[src/rtl/rssb_seq.sv]
// rssb_seq: fetch/read/exec/write-back sequencer for the 1-bit RSSB core with a retired-instruction trace FIFO
module rssb_seq #(
  parameter int BW = 1,
  parameter int IW = 4,
  parameter int DW = 4,
  parameter int LEN = 4,
  parameter int PTR = 2,
  parameter logic [DW-1:0] HALT_OP = {DW{1'b1}}
) (
  input  logic          clk,
  input  logic          rst,
  input  logic          start,
  output logic          busy,
  output logic          halted,
  output logic [IW-1:0] imem_addr,
  input  logic [DW-1:0] imem_rdata,
  output logic [DW-1:0] dmem_raddr,
  input  logic [BW-1:0] dmem_rdata,
  output logic          dmem_we,
  output logic [DW-1:0] dmem_waddr,
  output logic [BW-1:0] dmem_wdata,
  output logic          alu_ena,
  output logic [BW-1:0] alu_a,
  output logic [BW-1:0] alu_b,
  input  logic          alu_valid,
  input  logic [BW-1:0] alu_result,
  input  logic          alu_borrow,
  output logic          trace_valid,
  input  logic          trace_ready,
  output logic [IW-1:0] trace_pc,
  output logic [BW-1:0] trace_data,
  output logic          trace_skip,
  output logic [BW-1:0] acc
);
  typedef enum logic [2:0] {IDLE, FETCH, READ, EXEC, WB, HALT} state_t;
  state_t state, nxt;
  logic [IW-1:0] pc;
  logic [DW-1:0] ir;
  logic [BW-1:0] opnd, res;
  logic brw, push, pop;
  logic [PTR-1:0] ptr_old, ptr_young;
  logic [PTR:0] count;
  logic [BW+IW:0] fifo [LEN];
  always_ff @(posedge clk or negedge rst)
    if (!rst) state <= IDLE;
    else state <= nxt;
  always_comb begin
    nxt = state;
    case (state)
      IDLE:  nxt = start ? FETCH : IDLE;
      FETCH: nxt = (imem_rdata == HALT_OP) ? HALT : READ;
      READ:  nxt = EXEC;
      EXEC:  nxt = alu_valid ? WB : EXEC;
      WB:    nxt = push ? FETCH : WB;
      HALT:  nxt = start ? FETCH : HALT;
      default: nxt = IDLE;
    endcase
  end
  // a full FIFO still accepts the push when the head leaves in the same cycle
  always_comb begin
    busy = state inside {FETCH, READ, EXEC, WB};
    halted = state == HALT;
    alu_ena = state == EXEC;
    trace_valid = count != '0;
    pop = trace_valid & trace_ready;
    push = (state == WB) && (!count[PTR] || pop);
    dmem_we = push;
  end
  assign imem_addr = pc;
  assign dmem_raddr = ir;
  assign dmem_waddr = ir;
  assign dmem_wdata = res;
  assign alu_a = opnd;
  assign alu_b = acc;
  assign {trace_data, trace_pc, trace_skip} = fifo[ptr_old];
  always_ff @(posedge clk or negedge rst)
    if (!rst) begin
      pc <= '0;
      acc <= '0;
      ir <= '0;
      opnd <= '0;
      res <= '0;
      brw <= 1'b0;
      ptr_old <= '0;
      ptr_young <= '0;
      count <= '0;
    end else begin
      if (state == FETCH && imem_rdata != HALT_OP) ir <= imem_rdata;
      if (state == READ) opnd <= dmem_rdata;
      if (alu_ena && alu_valid) begin
        res <= alu_result;
        brw <= alu_borrow;
      end
      if (push) begin
        acc <= res;
        pc <= pc + (brw ? IW'(2) : IW'(1));
        ptr_young <= ptr_young + PTR'(1);
      end
      if (state == HALT && start) begin
        pc <= '0;
        acc <= '0;
      end
      if (pop) ptr_old <= ptr_old + PTR'(1);
      count <= count + (PTR+1)'(push) - (PTR+1)'(pop);
    end
  always_ff @(posedge clk)
    if (push) fifo[ptr_young] <= {res, pc, brw};
endmodule
[config.mk]
export PLATFORM = sky130hd
export DESIGN_NAME = rssb_seq
export DESIGN_NICKNAME = d
export VERILOG_FILES = /design/src/rtl/rssb_seq.sv
export SDC_FILE = /design/constraint.sdc
export NUM_CORES = 1
export LEC_CHECK = 0
export CORE_MARGIN = 2
export CORE_UTILIZATION = 49
export CTS_BUF_LIST = sky130_fd_sc_hd__clkbuf_4 sky130_fd_sc_hd__clkbuf_8
export DETAILED_ROUTE_END_ITERATION = 6
export PLACE_DENSITY = 0.78
export SLEW_MARGIN = 20
export SYNTH_ARGS = -nofsm -noshare
export SYNTH_HDL_FRONTEND = slang
export SYNTH_SLANG_ARGS = --single-unit
[constraint.sdc]
create_clock -name clk -period 2.24 [get_ports clk]
set_input_delay 0.224 -clock clk [delete_from_list [all_inputs] [get_ports clk]]
set_output_delay 0.224 -clock clk [all_outputs]
set_load 0.03 [all_outputs]
; ---- Word-level counts from Yosys, hierarchy flattened
; Memories as Yosys holds them, arrays and structs flattened.
; Cells that the tools add are included.
[totals]
reg_bits = 22
mem_bits_rw = 24
inputBits = 12
out_inout_bits = 27
word_cells = 47
mem_count = 1
[op_classes]
n_addsub = 5
eq_ne = 7
n_mux = 13
bitwise_logic = 1
n_reduce_logical = 10
[memory_table]
columns = name, words, word_bits, read_ports, rd_clocked_by_memory_dff, wr, line_no
row1 = fifo, 4, 6, 1, 0, 1, 43  ; logic [BW+IW:0] fifo [LEN];
[ops]
columns = op, count
row1 = $pmux 3 s6, 1
row2 = $mux 3, 4
row3 = $mux 4, 2
row4 = $eq 3x2->1 const B, 2
row5 = $eq 3x3->1 const B, 2
row6 = $mux 1, 5
row7 = $add 2x1->2 const B, 2
row8 = $add 4x2->4, 1
row9 = $eq 4x4->1 const B, 1
row10 = $logic_and 1x1->1, 4
row11 = $ne 4x4->1 const B, 1
row12 = $reduce_bool 4->1, 1
row13 = $add 3x1->3, 1
row14 = $eq 3x1->1 const B, 1
row15 = $logic_not 3->1, 1
row16 = $reduce_bool 3->1, 1
row17 = $sub 3x1->3, 1
row18 = $mux 2, 1
row19 = $reduce_bool 2->1, 1
row20 = $and 1x1->1, 1
row21 = $logic_not 1->1, 1
row22 = $logic_or 1x1->1, 1

; ---- Depth between registers and ports, before layout
; Gate-level depths: netlist (run 1).
[depth]
depth_word = 6
depth_mapped = 10
mapped_depth_nobuf = 9

; ---- Worst setup path after synthesis (run 1)
; OpenSTA, ideal clock, no wires.
[synth_timing]
path_kind = reg-to-reg
startpoint = register count[1]
endpoint = register count[2]
setup_time_ps = 124
t_arrival_ps = 2267
t_required_ps = 2116
setup_slack_ps = -150
path_stages_with_launch = 10
path_cell_list = dfrtp_1 -> or3_1 -> and2_4 -> ha_1 -> inv_1 -> ha_1 -> inv_1 -> fa_1 -> xnor2_1 -> xnor2_1
[synth_between]
elab_chain_len = 6
[synth_rtl]
columns = item, line_no
row1 = from (decl), 42  ; logic [PTR:0] count;
row2 = from (signal assigned), 104  ; count <= count + (PTR+1)'(push) - (PTR+1)'(pop);
row3 = $reduce_bool 3->1 *, 64  ; trace_valid = count != '0;
row4 = via trace_valid, 28  ; output logic trace_valid,
row5 = $and 1x1->1 *, 65  ; pop = trace_valid & trace_ready;
row6 = via pop, 40  ; logic brw, push, pop;
row7 = $logic_or 1x1->1, 66  ; push = (state == WB) && (!count[PTR] || pop);
row8 = $logic_and 1x1->1, 66
row9 = $add 3x1->3, 104
row10 = $sub 3x1->3 *, 104
; Mark *: on every way through the listed nets, which the timed path passes. The rest lies on a longest branch.
; A chain may end at the register's enable or synchronous reset.

; ---- Final worst setup path (run 1)
[layout_timing]
startpoint = register state[2]
endpoint = output port busy
[layout_between]
elab_chain_len = 2
elab_cells_between_ends = 5
classes_between = eq/ne (4) / reduce/logical (1)
[layout_rtl]
columns = item, line_no
row1 = from (decl), 36  ; state_t state, nxt;
row2 = from (signal assigned), 46  ; else state <= nxt;
row3 = $eq 3x1->1 (tied with other cells), 61  ; busy = state inside {FETCH, READ, EXEC, WB};
row4 = $reduce_bool 4->1 *, 61
row5 = to (decl), 13  ; output logic busy,
; Every way passes the cells marked *; elsewhere a longest branch is shown, timed or not.

==> out/summary.txt, run 1 <==
Final hold violations: 0
Die footprint: 4990 sq um
Root Buffer: clkbuf_8
DR DRC count: 0
Area leader, netlist: edfxtp_1
DR vias/cell: 5.30
H-tree levels: 2
Post-synthesis simple-gate area fraction: 11.9%
Final setup vio count: 0
Hold/Removal Path Class: primary input to async pin
Fill count: 323
Number of warning messages in the yosys log: 0
Leakage: 1.08 nW
CP startpoint kind: flip-flop
Fmax: 458 MHz
Worst clock skew: 0.00991 ns
Area occupied by multi-input gates: 808 sq um
Skew-Pair Late Insertion Delay: 0.30 ns
Vias: 1287
Post-layout util: 63.4%
MaxCap Viol Count: 0
Post-Syn Instances: 148
Count leader, synth: edfxtp_1
1st-iter DRT viols: 83
Die X-Extent: 70.6 um
Largest family of logic cells by synthesized area: simple AND/OR/NAND/NOR gates
Critical path arrival: 1.96 ns
PD cells: 1490 nW/um^2
Gr ovfl total: 0
Die Y-Extent: 70.6 um
Main synth FF type: edfxtp_1
First-pass GRT wire length: 6400 um
Antenna Cells: 0
Fin area: 2740 sq um
Placed cells: 232
PortBufs: 38
CTS Buf Count: 5
Synth Area in Compound Gates: 5.41%
Worst-Margin Slew: 0.359 ns
Synth unique cells: 45
Synth Register Bits: 46
Final period utilization: 97.6%
Crit path required time: 2.02 ns
Clk buf depth: 2
RSZ-0062 raised after global routing: true
Storage cell area: 1270 sq um
Vias in the first global route: 1280
Period minus WS final: 2.19 ns
XOR/XNOR Fraction of Synth Area: 2.42%
Avg Synthesized Cell Area: 14.7 sq um
Main area contributors after synthesis: edfxtp_1 33%, dfrtp_1 25%, mux4_2 6.2%, ha_1 4.6%, buf_4 2.1%
Top-area cell type share of the netlist area: 33.1%
Final net count: 212
Slew Limit Fails: 0
Clk slew on worst S/H paths: 0.09 ns
Maximum vdd drop: 0.954 mV
Layout area overhead: 26.0%
Detail Route Antenna Nets: 0
TritonRoute pass-1 iters: 4
GP Congestion: 0.881
CTS Hold Bufs: 0
Multiplexer area fraction after synthesis: 9.61%
TNS Setup: 0 ns
Std-Cell Rows: 24
Largest net degree at the start of global routing: 23
Total Routing Usage GR: 16.9%
Syn_nets: 170
Non-Filler Instances: 243
Share of layout cells above drive strength 1: 25.1%
Clk sinks: 46
Core area: 4320 sq um
WS Path Type: flip-flop to output pin
Synth top cells by count: 24 x edfxtp_1, 22 x dfrtp_1, 9 x inv_1
CP endpoint kind: output pin
Cell Area, Synth: 2170 sq um
Routed len/inst: 16.0 um
Dpl cell area: 2570 sq um
Initial Utilization: 50.3%
Post-Route WL: 3890 um
EDFF count, synth: 24
CP max FO: 10
DP Wirelength: 2900 um
Asr flop ratio synth: 47.8%
Adder-cell share of the synthesized area: 6.44%
Initial antenna violation count: 0
Io pins: 39
Status: complete, no violations
Relative slew slack: 76.1%
TritonCTS clock tree: yes
Post-synthesis sequential area ratio: 58.5%
[area by class of cell]
cell class | count | share of cell area [%]
clock inverters | 3 | 1.64
inverters | 10 | 1.37
clock buffers | 5 | 2.51
well taps | 52 | 2.37
multi-input cells | 81 | 29.5
flip-flops and latches | 46 | 46.4
repair buffers | 46 | 16.2
[metal layers]
metal  GRT usage [%]  vias up  wire (um)
met3            3.42        4        175
met2            29.6       45       2030
li1                -      601          -
met1            21.3      637       1640
met5               0        -          0
met4            5.66        0         38
[flip-flops by register name, indices dropped and copies added (netlist names), 2 cells and up]
register / cells
fifo: 24
imem_addr: 4
count: 3
ptr_old: 2
state: 3
ptr_young: 2
dmem_raddr: 4
[cells in the final DEF (no fill, tap or decap), types with 3 or more instances in the layout]
cell type and instances:
and2_1 5, buf_4 8, clkbuf_8 5, clkdlybuf4s50_1 37, dfrtp_1 21, edfxtp_1 24, ha_1 6, inv_1 7
inv_2 3, mux4_2 6, nand2_1 7, nand2_2 3, nor2_1 4, xnor2_1 4
[kinds of logic (layout without fill, tap and decap cells)]
logic type,after synthesis,in the layout
multiplexers,12,12
AO/OA/AOI/OAI,16,16
flip-flops,46,46
adder cells (fa/ha/maj),10,10
XOR/XNOR,6,6
AND/OR/NAND/NOR,37,37
buffers and inverters,21,64
[metrics by stage]
| step | hold slack [ns] | setup WS (ns) | total power, mW |
|---|---|---|---|
| global placement | 0.474 | 0.0996 | 3.34 |
| floorplan | -0.0716 | 0.00598 | 2.81 |
| detailed placement | 0.478 | 0.0334 | 3.43 |
| CTS | 0.278 | 0.00500 | 4.04 |
| global route | 0.310 | -0.0109 | 4.30 |
| finish | 0.265 | 0.0547 | 4.08 |
[worst paths after layout]
path / start / end / slack [ns] / cells after the start
min in group clk: alu_a$_DFFE_PN0P_ / alu_a$_DFFE_PN0P_ / 0.49 / 1
max: state[2]$_DFF_PN0_ / busy / 0.05 / 3
min reg2reg: alu_a$_DFFE_PN0P_ / alu_a$_DFFE_PN0P_ / 0.49 / 1
max in group asynchronous: rst / ptr_old[0]$_DFFE_PN0P_ / 1.73 / 2
min: rst / state[2]$_DFF_PN0_ / 0.26 / 2
max reg2reg: count[2]$_DFF_PN0_ / count[2]$_DFF_PN0_ / 0.07 / 9
[repair_timing]
| action | CTS | global route |
|---|---|---|
| setup buffers | 0 | 3 |
| gates resized for setup | 1 | 7 |
| endpoints found under the hold margin | 0 | 0 |
| pin swaps | 0 | 4 |
| setup endpoints to repair | 6 | 2 |
[worst max-delay path, stage by stage (launching register included)]
cell	delay (ns)
dfrtp_1	0.50
buf_4	0.23
xnor2_1	0.22
clkdlybuf4s50_1	0.71
[power breakdown]
part | internal, mW | leakage (nW) | switching, mW
clock network | 0.332 | 0.0504 | 0.275
logic | 0.983 | 0.550 | 1.00
registers | 1.16 | 0.480 | 0.325
(Power assumes the default switching activity.)
==> run 2, diff against run 1 <==
--- a/config.mk
+++ b/config.mk
@@ -6,10 +6,10 @@
 export NUM_CORES = 1
 export LEC_CHECK = 0
 export CORE_MARGIN = 2
-export CORE_UTILIZATION = 49
+export CORE_UTILIZATION = 54
 export CTS_BUF_LIST = sky130_fd_sc_hd__clkbuf_4 sky130_fd_sc_hd__clkbuf_8
 export DETAILED_ROUTE_END_ITERATION = 6
-export PLACE_DENSITY = 0.78
+export PLACE_DENSITY = 0.91
 export SLEW_MARGIN = 20
 export SYNTH_ARGS = -nofsm -noshare
 export SYNTH_HDL_FRONTEND = slang
==> constraint.sdc (replaced) <==
create_clock -name clk -period 2.09 [get_ports clk]
set_input_delay 0.209 -clock clk [delete_from_list [all_inputs] [get_ports clk]]
set_output_delay 0.209 -clock clk [all_outputs]
set_load 0.03 [all_outputs]
==> run 2 against run 1 <==
  * The run now ends with negative setup slack left
  * Count of clock-buffer cells in the layout is the same
  * Wire length grew 2.0%
  * Worst setup slack lost 0.058 ns
  * Cell area grew 0.46%
  * Largest cell class unchanged
  * Clock power grew 7.2%
  * Sequential share of layout area shrank 0.12 points
  * Global-route usage grew 3.0 points
==> out/summary.txt, run 2 (synthesized netlist as in run 1, its figures left out) <==
PnR worst setup slack: -0.00342 ns (-0.0581 ns)
Fin area: 2750 sq um (+0.46%)
Leakage: 1.12 nW (+3.4%)
Final net count: 213 (+0.47%)
Period minus WS final: 2.09 ns
Status: finished, violations left
Clk buf depth: 2 (unchanged)
Detail Route Antenna Nets: 0 (unchanged)
Layout area overhead: 26.6%
Std-Cell Rows: 23 (-4.2%)
Crit path required time: 2.28 ns (+0.26 ns)
Max stage delay cell, worst path: dfrtp_1
Non-Filler Instances: 242 (-0.41%)
Met1 Use GR: 22.2% (+0.95 points)
Worst Path Buf+Inv: 2 (unchanged)
CTS Hold Bufs: 0 (unchanged)
Met3 Resource Use GR: 7.00% (+3.6 points)
DR DRC count: 0 (unchanged)
Hold/Removal Path Class: primary input to async pin
Biggest register: fifo
CTS Buf Count: 5 (unchanged)
Share of layout cells above drive strength 1: 27.1% (+2.0 points)
Relative slew slack: 73.6% (-2.5 points)
TritonCTS clock tree: yes
CP max FO: 2 (-8)
Final hold violations: 0 (unchanged)
Die footprint: 4550 sq um (-8.7%)
Worst clock skew: 0.00689 ns (-0.00301 ns)
Clk sinks: 46 (unchanged)
CP most frequent cell: ha_4
MaxCap Viol Count: 0 (unchanged)
WS Path Type: flip-flop to flip-flop
Die X-Extent: 67.5 um (-4.5%)
Gr ovfl total: 0 (unchanged)
Fmax: 478 MHz
Maximum vdd drop: 0.940 mV (-1.5%)
Antenna Cells: 0 (unchanged)
Core area: 3940 sq um (-8.8%)
Io pins: 39 (unchanged)
Root Buffer: clkbuf_8
Max reg flops: 24 (unchanged)
Initial antenna violation count: 0 (unchanged)
Clk slew on worst S/H paths: 0.08 ns (about the same)
DP Wirelength: 2980 um (+2.6%)
Dpl ws: -0.0483 ns (-0.0817 ns)
Largest net degree at the start of global routing: 23 (unchanged)
H-tree levels: 2 (unchanged)
M2 GR Usage: 34.7% (+5.1 points)
DR vias/cell: 5.33 (+0.57%)
Slew Limit Fails: 0 (unchanged)
Placed cells: 231 (-0.43%)
Commonest non-fill, non-tap cell in the layout: clkdlybuf4s50_1
Power consumption: 4.39 mW (+7.6%)
PD cells: 1590 nW/um^2 (+7.1%)
Routed len/inst: 16.4 um (+2.4%)
CP startpoint kind: flip-flop
Worst-Margin Slew: 0.396 ns (+0.0371 ns)
Worst path cell trace: or3_4 -> and2_4 -> ha_4 -> inv_4 -> ha_4 -> inv_2 -> fa_2 -> xnor2_2 -> xnor2_1
Vias in the first global route: 1313 (+2.6%)
RSZ-0062 raised after global routing: true
Critical Path Max Stage Delay: 0.40 ns (-0.31 ns)
TritonRoute pass-1 iters: 4 (unchanged)
First-pass GRT wire length: 6310 um (-1.4%)
Post-Route WL: 3970 um (+2.0%)
GP Congestion: 0.778 (-12%)
TNS Setup: -0.00342 ns (-0.00342 ns)
Vias: 1289 (+0.16%)
Grt peak-use layer: met2
PortBufs: 38 (unchanged)
Final setup vio count: 1 (+1)
Top delay family on crit path: adder cells
Dpl cell area: 2610 sq um (+1.5%)
Skew-Pair Late Insertion Delay: 0.30 ns (about the same)
Critical path arrival: 2.29 ns (+0.33 ns)
Final period utilization: 100%
Die Y-Extent: 67.5 um (-4.5%)
1st-iter DRT viols: 78 (-6.0%)
Most frequent cells in the layout: 29 x clkdlybuf4s50_1, 24 x edfxtp_1, 19 x dfrtp_1
Fill count: 250 (-23%)
CP endpoint kind: flip-flop
Failing checks: negative setup slack
Initial Utilization: 55.2% (+4.9 points)
Total Routing Usage GR: 19.9% (+3.0 points)
-- run 2: cell count changes in the layout (fill, tap and decap cells not counted), sizes merged --
| cell | delta |
|---|---|
| buf | +2 |
| clkdlybuf4s50 | -8 |
| dlygate4sd2 | +6 |
| dlymetal6s2s | +1 |
-- run 2: timing repair --
| item | CTS | global route |
|---|---|---|
| resized for setup | 9 | 3 |
| buffers inserted | 3 | 0 |
| pin swaps | 4 | 0 |
| endpoints found under the setup margin | 9 | 3 |
-- run 2: layout make-up --
class,instances,area [sq um],area share [%]
timing repair buffer,47,443,16.1
clock inverter,3,45.0,1.64
tap,50,62.6,2.27
sequential,46,1270,46.3
clock buffer,5,68.8,2.50
multi-input combinational,81,818,29.7
inverter,10,40.0,1.45
-- run 2: stage by stage --
stage / utilization, % / hold slack [ns]
finish: 69.8 / 0.249
floorplan: - / -0.0866
CTS: 69.6 / 0.248
global placement: 66.3 / 0.469
global route: 69.8 / 0.263
detailed placement: 66.3 / 0.475
-- run 2: routing by layer --
metal | wire (um) | vias up | part of all wire [%]
li1 | - | 608 | -
met1 | 1460 | 627 | 37
met2 | 2200 | 47 | 55
met3 | 245 | 7 | 6.2
met4 | 57 | 0 | 1.4
met5 | 0 | - | 0
-- run 2: report_power, final --
group | switching (mW) | total, mW | internal, mW
Clock | 0.296 | 0.651 | 0.355
Combinational | 1.11 | 2.15 | 1.04
Sequential | 0.343 | 1.59 | 1.25
Total | 1.75 | 4.39 | 2.64
-- run 2: path summary, 6_finish.rpt --
path	startpoint	to	slack [ns]	depth (start not counted)
max in group asynchronous	rst	ptr_old[0]$_DFFE_PN0P_	1.59	2
setup / recovery	count[2]$_DFF_PN0_	count[2]$_DFF_PN0_	-0.003	9
hold / removal	rst	dmem_raddr[3]$_DFFE_PN0N_	0.25	2
hold reg to reg	alu_a$_DFFE_PN0P_	alu_a$_DFFE_PN0P_	0.50	1
setup reg to reg	count[2]$_DFF_PN0_	count[2]$_DFF_PN0_	-0.003	9
min in group clk	alu_a$_DFFE_PN0P_	alu_a$_DFFE_PN0P_	0.50	1
